==> src/rtl/piso_serializer_pkg.sv <==
// Shared types and helpers for the PISO serializer.
// Holds the FSM state encoding and a clog2 helper used to size the bit counter.
package piso_serializer_pkg;

  typedef enum logic {
    IDLE  = 1'b0,
    SHIFT = 1'b1
  } state_e;

  // Ceiling log2, with a minimum result of 1 so a counter always has one bit.
  function automatic int clog2(input int v);
    int r;
    r = 0;
    while ((1 << r) < v) r++;
    if (r < 1) r = 1;
    return r;
  endfunction

endpackage

==> src/rtl/piso_serializer_hold_buf.sv <==
// One-entry holding register that parks the next word while one is shifting.
// Ports: clock/reset, load_i/data_i write, clear_i drain, data_o/valid_o/ready_o.
module piso_hold_buf #(
  parameter int WIDTH = 4
) (
  input  logic             clock,
  input  logic             reset,
  input  logic             load_i,
  input  logic [WIDTH-1:0] data_i,
  input  logic             clear_i,
  output logic [WIDTH-1:0] data_o,
  output logic             valid_o,
  output logic             ready_o
);

  logic [WIDTH-1:0] data_q;
  logic             valid_q;

  always_ff @(posedge clock) begin
    if (reset) begin
      data_q  <= '0;
      valid_q <= 1'b0;
    end else if (load_i) begin
      data_q  <= data_i;
      valid_q <= 1'b1;
    end else if (clear_i) begin
      valid_q <= 1'b0;
    end
  end

  assign data_o  = data_q;
  assign valid_o = valid_q;
  // Ready comes straight from the flag so it never depends on data_valid.
  assign ready_o = !valid_q;

endmodule

==> src/rtl/piso_serializer.sv <==
// Parallel-in serial-out stage feeding a serial-in shift register.
// Ports: clock, reset, data_in/data_valid/data_ready handshake,
//        serial_out/serial_enable stream, busy and word_done status.
module piso_serializer
  import piso_serializer_pkg::*;
#(
  parameter int WIDTH     = 4,
  parameter bit MSB_FIRST = 1'b1
) (
  input  logic             clock,
  input  logic             reset,
  input  logic [WIDTH-1:0] data_in,
  input  logic             data_valid,
  output logic             data_ready,
  output logic             serial_out,
  output logic             serial_enable,
  output logic             busy,
  output logic             word_done
);

  localparam int CW = clog2(WIDTH);
  localparam logic [CW-1:0] LAST = CW'(WIDTH - 1);

  state_e           state_q, state_d;
  logic [WIDTH-1:0] shreg_q, shreg_d;
  logic [CW-1:0]    cnt_q, cnt_d;

  logic [WIDTH-1:0] hold_data;
  logic             hold_valid;
  logic             hold_load;
  logic             hold_clear;

  logic             xfer;
  logic             last;
  logic [WIDTH-1:0] shifted;

  piso_hold_buf #(
    .WIDTH(WIDTH)
  ) u_hold (
    .clock  (clock),
    .reset  (reset),
    .load_i (hold_load),
    .data_i (data_in),
    .clear_i(hold_clear),
    .data_o (hold_data),
    .valid_o(hold_valid),
    .ready_o(data_ready)
  );

  assign xfer = data_valid && data_ready;
  assign last = (state_q == SHIFT) && (cnt_q == LAST);

  // Move toward the output bit, filling zeros behind the data.
  assign shifted = MSB_FIRST ? {shreg_q[WIDTH-2:0], 1'b0}
                             : {1'b0, shreg_q[WIDTH-1:1]};

  always_comb begin
    state_d    = state_q;
    shreg_d    = shreg_q;
    cnt_d      = cnt_q;
    hold_load  = 1'b0;
    hold_clear = 1'b0;
    unique case (state_q)
      IDLE: begin
        if (xfer) begin
          shreg_d = data_in;
          cnt_d   = '0;
          state_d = SHIFT;
        end
      end
      SHIFT: begin
        shreg_d = shifted;
        cnt_d   = cnt_q + CW'(1);
        if (last) begin
          cnt_d = '0;
          // Reload on the last-bit edge so streaming has no bubble.
          if (hold_valid) begin
            shreg_d    = hold_data;
            hold_clear = 1'b1;
          end else if (xfer) begin
            shreg_d = data_in;
          end else begin
            state_d = IDLE;
          end
        end else if (xfer) begin
          hold_load = 1'b1;
        end
      end
      default: state_d = IDLE;
    endcase
  end

  always_ff @(posedge clock) begin
    if (reset) begin
      state_q <= IDLE;
      shreg_q <= '0;
      cnt_q   <= '0;
    end else begin
      state_q <= state_d;
      shreg_q <= shreg_d;
      cnt_q   <= cnt_d;
    end
  end

  assign serial_enable = (state_q == SHIFT);
  assign serial_out    = serial_enable &&
                         (MSB_FIRST ? shreg_q[WIDTH-1] : shreg_q[0]);
  assign word_done     = last;
  assign busy          = (state_q == SHIFT) || hold_valid;

endmodule

==> config.mk <==
export PLATFORM = sky130hd
export DESIGN_NAME = piso_serializer
export DESIGN_NICKNAME = d
export VERILOG_FILES = /design/src/rtl/piso_serializer_pkg.sv /design/src/rtl/piso_serializer_hold_buf.sv /design/src/rtl/piso_serializer.sv
export SDC_FILE = /design/constraint.sdc
export NUM_CORES = 1
export LEC_CHECK = 0
export ABC_AREA = 0
export BUFFER_PORTS_ARGS = -buffer_cell sky130_fd_sc_hd__buf_2
export CAP_MARGIN = 20
export CELL_PAD_IN_SITES_DETAIL_PLACEMENT = 0
export CELL_PAD_IN_SITES_GLOBAL_PLACEMENT = 1
export CORE_MARGIN = 4
export CORE_UTILIZATION = 41
export DETAILED_ROUTE_END_ITERATION = 10
export PLACE_DENSITY = 0.89
export SLEW_MARGIN = 40
export SYNTH_ARGS = -nofsm -noshare
export SYNTH_HDL_FRONTEND = slang
export SYNTH_SLANG_ARGS = --single-unit
==> constraint.sdc <==
create_clock -name clock -period 3.8 [get_ports clock]
set_input_delay 0.76 -clock clock [delete_from_list [all_inputs] [get_ports clock]]
set_output_delay 0.76 -clock clock [all_outputs]
set_load 0.005 [all_outputs]
==> metrics.log <==
[metrics] via count normalized by instance count: 5.20
[metrics] Resized cells post-CTS: 0
[metrics] detailed-router iteration count before antenna repair: 2
[metrics] run status: finished, final reports clean
[metrics] share of cells above drive strength 1: 0.241
[metrics] number of antenna violations at the first check in global routing: 0
[metrics] Final Critical Period: 2.15 ns
[metrics] startpoint of the tightest hold check path: cnt_q[1]
[metrics] Synth Area in Simple Gates: 0.257
[metrics] overall track demand over capacity in global routing: 0.139
[metrics] capture point of the worst reg-to-reg path: shreg_q[2]
[metrics] horizontal die dimension: 47.4 um
[metrics] initial drt markers: 7
[metrics] share of synthesized area spent on multiplexers: 0.0629
[metrics] H-tree Lvls: 1
[metrics] Top Ports: 12
[metrics] starting density of the core: 0.461
[metrics] setup repair after global routing missed its margin: false
[metrics] maximum achievable frequency: 465 MHz
[metrics] number of buffers inserted for hold repair after clock tree synthesis: 0
[metrics] post-layout power: 0.291 mW
[metrics] Min-Delay Endpoint: cnt_q[1]
[metrics] Reg2Reg Setup Slack: 2.28 ns
[metrics] flip-flop cell with the highest count after synthesis: sky130_fd_sc_hd__dfxtp_1
[metrics] combined area of the multi-input logic cells: 352 um2
[metrics] setup TNS: 0 ns
[metrics] final critical-path share of the clock period: 0.566
[metrics] half-perimeter wire length after detailed placement: between 800 and 900 um
[metrics] crit path DAT: 1.39 ns
[metrics] Antenna Violating Nets Remaining: 0
[metrics] number of storage elements in the synthesis netlist: 12
[metrics] synthesized instance count: 77
[metrics] worst-case setup slack after placement: around 2.0 ns
[metrics] Netlist cell types: 30
[metrics] adder-cell area share of the yosys netlist: 0.0196
[metrics] number of placement rows: 13
[metrics] average wire length per cell after detail routing: 12.0 um
[metrics] vias post-DR: 530
[metrics] endpoints failing hold: 0
[metrics] P_leak: 0.295 nW
[metrics] xor and xnor area share after synthesis: 0
[metrics] port buffer count: 11
[metrics] worst relative slew slack: 0.642
[metrics] Std-Cell Core Area: 1380 um2
[metrics] slack of the critical path: 1.65 ns
[metrics] cell chosen for the clock root: sky130_fd_sc_hd__clkbuf_4
[metrics] largest net degree at the start of global routing: 20
[metrics] fill cell total of the finished layout: between 100 and 150
[metrics] per-instance average area after synthesis: ~8.3 um2
[metrics] kind of capture point of the worst setup path: primary output
[metrics] instance area at placement: 681 um2
[metrics] compound-gate portion of the synthesized area: 0.212
[metrics] detailed-route DRC error count: 0
[metrics] Die Outline Area: between 2000 and 2500 um2
[metrics] dominant combinational cell family by area after synthesis: simple AND/OR/NAND/NOR gates
[metrics] vertical extent of the die: approximately 47 um
[metrics] maximum clock path buffer count: 2
[metrics] clock network latency to the later pin of the worst-skew pair: between 0.2 and 0.3 ns
[metrics] first-pass GRT wire length: 2080 um
[metrics] synthesized cell area: 637 um2
[metrics] launching element type of the critical path: flop
[metrics] share of async-settable or async-resettable flops after synthesis: 0
[metrics] Crit Path Max Fanout: 19
[metrics] number of synthesis warnings: 0
[metrics] NumNets Final: between 90 and 100
[metrics] cells on worst reg2reg path: 4
[metrics] clock tree from TritonCTS: done
[metrics] hold depth: 2
[metrics] number of global-route vias before repair: 459
[metrics] Clock Skews: 0.00642 ns
[metrics] final antenna diode count: 0
[metrics] count of clock tree sinks: 12
[metrics] Post-Layout Inst Area: 717 um2
[metrics] Total Wirelength: 1230 um
[metrics] number of endpoints failing setup at the final stage: 0
[metrics] Worst Hold Class: flop to flop
[metrics] number of synthesized flops with an enable pin: 0
[metrics] max_cap viols: 0
[metrics] Pwr per Cell Area: 406 nW/um2
[metrics] worst hold slack: between 0.4 and 0.5 ns
[metrics] Final Max Slew Viols: 0
[metrics] Crit Path Class: flop to primary output
[metrics] critical path data required time: 3.04 ns
[metrics] clock-pin slew on the worst setup and hold paths: about 0.080 ns
[metrics] signed area change from the synthesized netlist to the final layout: 12.6%
[metrics] synthesized netlist net count: 85
[metrics] number of clock buffers inserted by TritonCTS: 3
[metrics] Seq/Total Area, Yosys: 0.377
[metrics] Placer Congestion: 0.760
[metrics] slew at the pin closest to its max-slew limit: about 0.54 ns
[metrics] maximum ir drop on the vdd rail: 0.219 mV
[metrics] footprint of the flip-flops and latches: 240 um2
[metrics] Post CTS Setup Buffer Count: 0
[metrics] remaining global-route overflow: 0
[metrics] beginning of the worst register-to-register path: u_hold.valid_o
cells in the mapped netlist (all sizes together) (4+ instances only):
cell	count	share of area
o21ai	5	0.039
inv	4	0.024
nand2	8	0.047
a21oi	6	0.053
dfxtp	12	0.38
nor3	5	0.039
nor2	9	0.065
buf	4	0.041
mux2i	4	0.063
through the flow:
stage          cells  utilization
3_3_place_gp      98        0.492
5_1_grt          102        0.519
2_1_floorplan     77            -
6_report         102        0.519
3_5_place_dp      98        0.492
4_1_cts          102        0.519
cells by family after synthesis:
kind of cell	Yosys count
buffers and inverters	9
AOI/OAI and AO/OA	19
and+or+nand+nor	32
muxes	4
adders and majority gates	1
DFF	12
worst max path at each step:
stage,slack [ns],to,start,cells past startpoint
final,1.65,word_done,serial_enable,2
after global routing,1.52,word_done,serial_enable,2
after CTS,1.64,word_done,serial_enable,2
after detailed placement,1.96,word_done,serial_enable,2
after global placement,2.00,word_done,serial_enable,2
after floorplan,2.23,busy,serial_enable,2
routing by layer:
layer | vias to the layer above | routed length, um | global-route usage
li1 | 281 | - | -
met1 | 236 | 613 | 0.195
met2 | 9 | 531 | 0.174
met3 | 4 | 58 | 0.0564
met4 | 0 | 26 | 0.0829
met5 | - | 0 | 0
cell type report:
class,count,area share
multi-input combinational,56,0.490
sequential,12,0.335
timing repair buffer,11,0.0768
clock buffer,4,0.0506
tap,15,0.0262
inverter,4,0.0209
flip-flops by register name, indices dropped and copies added (netlist names):
name	count
u_hold.data_o	4
serial_enable	1
shreg_q	4
u_hold.valid_o	1
cnt_q	2
critical path: stages, from the launching register on:
cell and delay [ns]:
sky130_fd_sc_hd__dfxtp_1 0.66, sky130_fd_sc_hd__and2_1 0.30, sky130_fd_sc_hd__buf_2 0.15
placed cells by master, fill, tap and decap left out, types with 3 or more instances in the layout:
cell type                   n
sky130_fd_sc_hd__nor3_1     5
sky130_fd_sc_hd__inv_1      4
sky130_fd_sc_hd__mux2i_1    4
sky130_fd_sc_hd__nand2_1    8
sky130_fd_sc_hd__nor2_1     8
sky130_fd_sc_hd__a21oi_1    5
sky130_fd_sc_hd__dfxtp_1   12
sky130_fd_sc_hd__buf_2     11
sky130_fd_sc_hd__o21ai_0    3
sky130_fd_sc_hd__clkbuf_4   3
power breakdown:
group          total (mW)  switching [mW]  internal [mW]
clock               0.102          0.0438         0.0583
sequential          0.144         0.00964          0.134
combinational      0.0450          0.0230         0.0221
Power figures use the tool's default switching activity.
